<file path="config.mk">
export PLATFORM = sky130hd
export DESIGN_NAME = mem_access_unit
export DESIGN_NICKNAME = d
export VERILOG_FILES = /design/src/rtl/mem_access_unit.sv
export SDC_FILE = /design/constraint.sdc
export NUM_CORES = 1
export LEC_CHECK = 0
export ABC_AREA = 1
export CAP_MARGIN = 20
export CORE_MARGIN = 8
export CORE_UTILIZATION = 43
export DETAILED_ROUTE_END_ITERATION = 8
export PLACE_DENSITY = 0.78
export SLEW_MARGIN = 20
export SYNTH_ARGS = -nofsm -noshare
export SYNTH_HDL_FRONTEND = slang
export SYNTH_SLANG_ARGS = --single-unit
</file>
<file path="constraint.sdc">
create_clock -name clk -period 1.72 [get_ports clk]
set_clock_uncertainty 0.15 [all_clocks]
set_input_delay 0.344 -clock clk [delete_from_list [all_inputs] [get_ports clk]]
set_output_delay 0.344 -clock clk [all_outputs]
set_load 0.05 [all_outputs]
</file>
<file path="src/rtl/mem_access_unit.sv">
// rtl/mem_access_unit.sv - load/store unit between the EX/MEM register and the data bus
//
// Ports:
//   clk, rst_n             clock (rising edge) and asynchronous active-low reset
//   ex_mem_*               operation from the EX/MEM register, held stable while mem_stall_o=1
//   dbus_req/we/addr/be/wdata_o   data bus request, driven from the inputs in the request cycle
//                                 and from captured copies while waiting for the grant
//   dbus_gnt_i, dbus_rvalid_i, dbus_rdata_i   bus grant and response
//   mem_stall_o            freezes the upstream pipeline while a bus access is outstanding
//   mem_misaligned_o       single-cycle pulse for a misaligned access (no bus request issued)
//   wb_data/waddr/we_o     registered writeback to the register file
module mem_access_unit (
  input  logic        clk,
  input  logic        rst_n,
  input  logic [31:0] ex_mem_op_c_i,
  input  logic [4:0]  ex_mem_reg_waddr_i,
  input  logic        ex_mem_reg_we_i,
  input  logic        ex_mem_mem_re_i,
  input  logic        ex_mem_mem_we_i,
  input  logic [31:0] ex_mem_wdata_i,
  input  logic [1:0]  ex_mem_size_i,
  input  logic        ex_mem_unsigned_i,
  output logic        dbus_req_o,
  output logic        dbus_we_o,
  output logic [31:0] dbus_addr_o,
  output logic [3:0]  dbus_be_o,
  output logic [31:0] dbus_wdata_o,
  input  logic        dbus_gnt_i,
  input  logic        dbus_rvalid_i,
  input  logic [31:0] dbus_rdata_i,
  output logic        mem_stall_o,
  output logic        mem_misaligned_o,
  output logic [31:0] wb_data_o,
  output logic [4:0]  wb_waddr_o,
  output logic        wb_we_o
);

  typedef enum logic [1:0] {IDLE, REQ, WAIT} state_t;

  state_t      state_q, state_d;
  logic [31:0] addr_q;
  logic [31:0] wdata_q;
  logic [1:0]  size_q;
  logic        unsigned_q;
  logic        store_q;
  logic        we_q;
  logic [4:0]  waddr_q;

  logic        mem_op;
  logic        store_in;
  logic        misaligned_in;
  logic [31:0] rshift;
  logic [31:0] load_data;

  function automatic logic [3:0] be_of(input logic [1:0] size, input logic [1:0] off);
    case (size)
      2'b00:   be_of = 4'b0001 << off;
      2'b01:   be_of = off[1] ? 4'b1100 : 4'b0011;
      default: be_of = 4'b1111;
    endcase
  endfunction

  function automatic logic [31:0] lanes_of(input logic [1:0] size, input logic [31:0] wd);
    case (size)
      2'b00:   lanes_of = {4{wd[7:0]}};
      2'b01:   lanes_of = {2{wd[15:0]}};
      default: lanes_of = wd;
    endcase
  endfunction

  // A load with both enables set still counts as a load, so store only when re is clear.
  assign mem_op   = ex_mem_mem_re_i | ex_mem_mem_we_i;
  assign store_in = ex_mem_mem_we_i & ~ex_mem_mem_re_i;

  always_comb begin
    misaligned_in = 1'b0;
    case (ex_mem_size_i)
      2'b00:   misaligned_in = 1'b0;
      2'b01:   misaligned_in = ex_mem_op_c_i[0];
      default: misaligned_in = |ex_mem_op_c_i[1:0];
    endcase
  end

  // Bring the addressed byte lane down to bit 0 before extension.
  assign rshift = dbus_rdata_i >> {addr_q[1:0], 3'b000};

  always_comb begin
    load_data = rshift;
    case (size_q)
      2'b00:   load_data = {{24{~unsigned_q & rshift[7]}}, rshift[7:0]};
      2'b01:   load_data = {{16{~unsigned_q & rshift[15]}}, rshift[15:0]};
      default: load_data = rshift;
    endcase
  end

  always_ff @(posedge clk or negedge rst_n) begin
    if (!rst_n) state_q <= IDLE;
    else        state_q <= state_d;
  end

  always_comb begin
    state_d          = state_q;
    dbus_req_o       = 1'b0;
    dbus_we_o        = 1'b0;
    dbus_addr_o      = 32'h0;
    dbus_be_o        = 4'h0;
    dbus_wdata_o     = 32'h0;
    mem_stall_o      = 1'b0;
    mem_misaligned_o = 1'b0;
    case (state_q)
      IDLE: begin
        if (mem_op) begin
          if (misaligned_in) begin
            mem_misaligned_o = 1'b1;
          end else begin
            dbus_req_o   = 1'b1;
            dbus_we_o    = store_in;
            dbus_addr_o  = {ex_mem_op_c_i[31:2], 2'b00};
            dbus_be_o    = be_of(ex_mem_size_i, ex_mem_op_c_i[1:0]);
            dbus_wdata_o = lanes_of(ex_mem_size_i, ex_mem_wdata_i);
            mem_stall_o  = 1'b1;
            state_d      = dbus_gnt_i ? WAIT : REQ;
          end
        end
      end
      REQ: begin
        dbus_req_o   = 1'b1;
        dbus_we_o    = store_q;
        dbus_addr_o  = {addr_q[31:2], 2'b00};
        dbus_be_o    = be_of(size_q, addr_q[1:0]);
        dbus_wdata_o = lanes_of(size_q, wdata_q);
        mem_stall_o  = 1'b1;
        // A response arriving with the grant is not ours yet; only the grant counts.
        if (dbus_gnt_i) state_d = WAIT;
      end
      WAIT: begin
        mem_stall_o = ~dbus_rvalid_i;
        if (dbus_rvalid_i) state_d = IDLE;
      end
      default: state_d = IDLE;
    endcase
    // Reset silences every output at once, even while the inputs still request an access.
    if (!rst_n) begin
      dbus_req_o       = 1'b0;
      dbus_we_o        = 1'b0;
      dbus_addr_o      = 32'h0;
      dbus_be_o        = 4'h0;
      dbus_wdata_o     = 32'h0;
      mem_stall_o      = 1'b0;
      mem_misaligned_o = 1'b0;
    end
  end

  always_ff @(posedge clk or negedge rst_n) begin
    if (!rst_n) begin
      addr_q     <= 32'h0;
      wdata_q    <= 32'h0;
      size_q     <= 2'b00;
      unsigned_q <= 1'b0;
      store_q    <= 1'b0;
      we_q       <= 1'b0;
      waddr_q    <= 5'h0;
    end else if (state_q == IDLE && mem_op && !misaligned_in) begin
      addr_q     <= ex_mem_op_c_i;
      wdata_q    <= ex_mem_wdata_i;
      size_q     <= ex_mem_size_i;
      unsigned_q <= ex_mem_unsigned_i;
      store_q    <= store_in;
      we_q       <= ex_mem_reg_we_i;
      waddr_q    <= ex_mem_reg_waddr_i;
    end
  end

  always_ff @(posedge clk or negedge rst_n) begin
    if (!rst_n) begin
      wb_data_o  <= 32'h0;
      wb_waddr_o <= 5'h0;
      wb_we_o    <= 1'b0;
    end else begin
      case (state_q)
        IDLE: begin
          if (!mem_op) begin
            wb_data_o  <= ex_mem_op_c_i;
            wb_waddr_o <= ex_mem_reg_waddr_i;
            wb_we_o    <= ex_mem_reg_we_i;
          end else begin
            wb_we_o    <= 1'b0;
          end
        end
        WAIT: begin
          if (dbus_rvalid_i && !store_q) begin
            wb_data_o  <= load_data;
            wb_waddr_o <= waddr_q;
            wb_we_o    <= we_q;
          end else begin
            wb_we_o    <= 1'b0;
          end
        end
        default: wb_we_o <= 1'b0;
      endcase
    end
  end

endmodule

</file>
Yosys cells after proc, flatten, opt, wreduce, memory -nomap -nowiden

Index checks and enable logic that the tools add are counted.

Register bits: 114
Bits of input ports: 111
Output and inout port bits: 110
Word-level logic and storage cells: 92

Equal/unequal tests: 10
Shift operators: 3
Multiplexer cells: 49
Bitwise gates (word level): 7
Reduce and logical (&&, ||, !) cells: 12

Operators by type and width:

| kind                                            | number |
|---|---|
| one-hot mux 32 bit (2 select lines)             | 6 |
| two-way mux 32 bit                              | 8 |
| >> shifter 32 x 5 -> 32 bit                     | 1 |
| one-hot mux 4 bit (2 select lines)              | 3 |
| two-way mux 4 bit                               | 5 |
| two-way mux 1 bit                               | 13 |
| != test 2 bit, second input constant            | 6 |
| two-way mux 2 bit                               | 5 |
| two-way mux 5 bit                               | 2 |
| one-hot mux 5 bit (2 select lines)              | 1 |
| one-hot mux 1 bit (2 select lines)              | 4 |
| left shift 1 x 2 -> 4 bit, first input constant | 2 |
| == test 2 x 1 -> 1 bit, second input constant   | 3 |
| zero test 2 bit                                 | 3 |
| one-hot mux 2 bit (3 select lines)              | 1 |
| AND reduction 4 bit                             | 1 |
| AND 1 bit                                       | 3 |
| logical AND 1 bit                               | 3 |
| NOT 1 bit                                       | 3 |
| one-hot mux 1 bit (3 select lines)              | 1 |
| AND reduction 3 bit                             | 1 |
| == test 2 bit, second input constant            | 1 |
| zero test 1 bit                                 | 2 |
| nonzero test 2 bit                              | 1 |
| 2 further kinds                                 | 2 |

Longest topological paths before layout

Depth after elaboration: 6
Mapped depth: 9
Gate-level depth less buffers: 7

Least setup slack after synthesis

No wires, ideal clock.

Path type: in2out
Start: in ex_mem_size_i[1]
End: out mem_misaligned_o
Data arrival time: 2.340 ns
Data required time: 1.226 ns
Slack: -1.114 ns
Stages on the path: 6
Buffers on the path: 2
Cells stage by stage: buf_4 inv_4 nand2_1 nand2_1 buf_2 nor4_1

Word-level cells in the longest chain between the ends: 6
Elaborated cells on any way between the ends: 7
Those cells by class: eq/ne (1); mux (5); reduce/logical (1)

Ends and longest elaborated chain:

| what                                                             | RTL line | RTL |
|---|---|---|
| start: declaration                                               | 21       | `input logic [1:0] ex_mem_size_i,` |
| == test 2 x 1 -> 1 bit / zero test 2 bit (equally long branches) | 77       | `case (ex_mem_size_i)` |
| one-hot mux 1 bit (2 select lines) (*)                           | 77       |  |
| two-way mux 1 bit (*)                                            | 113      | `if (misaligned_in) begin` |
| two-way mux 1 bit (*)                                            | 112      | `if (mem_op) begin` |
| two-way mux 1 bit (*)                                            | 110      | `case (state_q)` |
| two-way mux 1 bit (*)                                            | 143      | `if (!rst_n) begin` |
| end: declaration                                                 | 32       | `output logic mem_misaligned_o,` |

Mark *: on every way between the ends. The rest lies on a longest branch, timed or not.

Worst setup path in the final report

Start: reg state_q[0]
End: out dbus_addr_o[17]

Word-level cells in the longest chain between the ends: 3
Elaborated cells on any way between the ends: 4
Those cells by class: eq/ne (1); mux (2); reduce/logical (1)

Ends and longest elaborated chain:

| what                                                             | RTL line | RTL |
|---|---|---|
| start: declaration                                               | 40       | `state_t state_q, state_d;` |
| start signal: assignment                                         | 98       | `else state_q <= state_d;` |
| == test 2 x 1 -> 1 bit / zero test 2 bit (equally long branches) | 110      |  |
| one-hot mux 32 bit (2 select lines) (*)                          | 110      |  |
| two-way mux 32 bit (*)                                           | 143      |  |
| end: declaration                                                 | 25       | `output logic [31:0] dbus_addr_o,` |

Marked as above.

==> metrics.yaml <==
synthesis:
  ys_ff_latch: 114
  synth_edf_count: 0
  synth_top_area_cell: "dfrtp_1"
  postSynthAreaPerCell_um2: 6.38
  yosys.area.top_type_share_pct: 40.4
  synth_cells: 1106
  synthFlopType: "dfrtp_1"
  synth_area_leaders: "dfrtp_1, nand2_1, nor2_1, nand3_1, a21oi_1"
  seq_area_frac_synth_pct: 40.4
  synth_cell_types: 26
  ys_top_cells_by_count: "nand2_1, nor2_1, dfrtp_1, nand3_1, a21oi_1"
  ys_warn_count: 0
  synthArstFlopShare_pct: 100
  synth_area_mm2: 0.00705
  synthMostInstantiatedCell: "nand2_1"
pwr:
  finalPower_mw: 24.4
  p_leak_nw: 6.28
  cellPowerDensity_mw_per_mm2: 1790
  ir_worst_vdd_mv: 1.19
setup_path:
  cp_max_fo: 24
  worstRegToRegCells: 11
  cp_common_cell: "buf_12"
  cp_cell_sequence: "inv_2 > buf_4 > nor2_4 > buf_12 > buf_16 > nand2_1 > a21oi_4 > buf_12"
  slowest_delay_ns: 0.39
  criticalPathCategory: "reg -> out"
  end_kind: "output pin"
  startpoint_type: "flip-flop"
  cp.arrival_ns: 2.04
  cp_slowest_cell: "dfrtp_1"
  worstPathRequired_ns: 1.23
route:
  wl_per_cell_um: 21.4
  drtPass1Iterations: 6
  vias: 9703
  first_iter_violations: 1068
  postRouteAntennaNets: 0
  viasPerCell: 5.78
  wirelength_mm: 36.0
  drc: 0
finish:
  antenna_cells: 0
  area_delta_synth_final_pct: 93.1
  fin_nets: 1558
  final_area_mm2: 0.0136
  finalNonFillerCells: 1680
  drive_above_1_share_pct: 33.3
min_path:
  hp-class: "in -> reg"
  holdPathStages: 4
placed_design:
  place_hpwl_mm: 21.9
  place_ws_ns: -0.773
  placed_area_mm2: 0.0122
  io_buffers: 218
  dp.cells: 1617
  place_congestion: 0.927
run_status:
  violations: "negative setup slack"
  outcome: "finished with violations"
floorplanning:
  dieArea_mm2: 0.0208
  io_pins: 221
  start_util_pct: 43.3
  std_cell_rows: 47
  die_x_um: 144
  core_area_mm2: 0.0163
  die_y_um: 144
timing:
  worstMarginPinSlew_ns: 0.700
  worst_slew_margin_rel_pct: 53.3
  rsz0062_at_grt: "yes"
  setup_viol: 118
  finalSetupTns_ns: -64.38
  timing.final.ws_setup_ns: -0.812
  fin_crit_ns: 2.53
  timing.final.crit_share_pct: 147
  hold_violations: 0
  fmax_mhz: 395
  drv_slew: 0
grt:
  track_usage_pct: 30.9
  grt_pass1_wl_mm: 49.7
  grt_overflow_total: 0
  grt_pass1_vias: 9398
  antenna_found_initial: 0
  grt_max_degree: 115
cts:
  clk_pin_slew_worst_paths_ns: 0.06
  cts_num_sinks: 114
  clockBufferDepth: 2
  h-tree-depth: 4
  clk_latency_ns: 0.43
  cts_tree: "done"
  cts_buffers: 17
  cts_root_buffer: "clkbuf_16"
run:
  max-cap-violations: 0
==> cell usage in the layout (no fill, tap or decap), drive strengths merged <==
cell	n
a21oi	72
a31oi	6
buf	276
bufinv	3
clkbuf	26
clkdlybuf4s50	103
clkinv	8
clkinvlp	4
conb	2
dfrtp	114
dlygate4sd2	2
dlygate4sd3	1
inv	51
nand2	452
nand3	89
nand4	10
nor2	168
nor4	1
o211ai	1
o21ai	63
o22ai	8
==> per-layer routing <==
metal	routed length, um	track usage, %
met4	2150	18.0
met5	0	0
met2	17500	51.5
met1	12500	35.9
met3	3820	6.97
==> logic make-up after synthesis <==
logic type             share of synthesized area (%)
AO/OA/AOI/OAI                                   11.0
buffers and inverters                           7.91
flip-flops                                      40.4
other                                         0.0532
AND/OR/NAND/NOR                                 40.6
==> critical path: cells and delay by family, from the launching register on <==
| family | cells | cell delay [ns] |
|---|---|---|
| flops | 1 | 0.39 |
| compound gates | 1 | 0.20 |
| buf+inv | 5 | 0.72 |
| simple gates | 2 | 0.26 |
==> state kept, by name (all words and copies together), names as in the netlist <==
register / count
wb_we_o: 1
we_q: 1
unsigned_q: 1
size_q: 2
state_q: 2
addr_q: 32
waddr_q: 5
wdata_q: 32
wb_waddr_o: 5
wb_data_o: 32
store_q: 1
==> power breakdown <==
part	total, mW	internal (mW)	switching [mW]
clock	3.67	2.33	1.34
combinational	15.6	6.49	9.08
sequential	5.17	3.97	1.20
total	24.4	12.8	11.6
==> through the flow <==
stage               hold WS (ns)  utilization [%]
floorplan                 -0.102                -
global placement           0.307             74.7
detailed placement         0.314             74.7
CTS                        0.312             80.6
global route               0.224             83.6
finish                     0.235             83.6
==> worst paths after layout <==
kind / start / end / slack [ns]
worst max-delay path: state_q[0]$_DFFE_PN0P_ / dbus_addr_o[17] / -0.81
max in group asynchronous: rst_n / addr_q[18]$_DFFE_PN0P_ / 0.43
worst max register to register: state_q[0]$_DFFE_PN0P_ / wb_waddr_o[0]$_DFFE_PN0P_ / -0.48
worst min register to register: addr_q[13]$_DFFE_PN0P_ / addr_q[13]$_DFFE_PN0P_ / 0.34
worst min-delay path: ex_mem_op_c_i[1] / addr_q[1]$_DFFE_PN0P_ / 0.23
min in group asynchronous: rst_n / wdata_q[21]$_DFFE_PN0P_ / 0.44
==> final cells by class <==
cell class / count / area, um2
clock buffers: 21 / 460
clock inverters: 11 / 135
fillers: 846 / 2670
inverters: 53 / 233
multi-input cells: 872 / 4780
flip-flops and latches: 114 / 2850
well taps: 220 / 275
repair buffers: 387 / 4870
repair inverters: 2 / 16.3
==> what timing repair did <==
item	in CTS	in global routing
hold endpoints to repair	114	0
pin swaps	20	33
gates cloned	3	4
buffers inserted	6	20
endpoints found under the setup margin	118	128
hold buffers	1	0
gates resized for setup	91	76
Note: power is estimated with default switching activity, not from simulation.
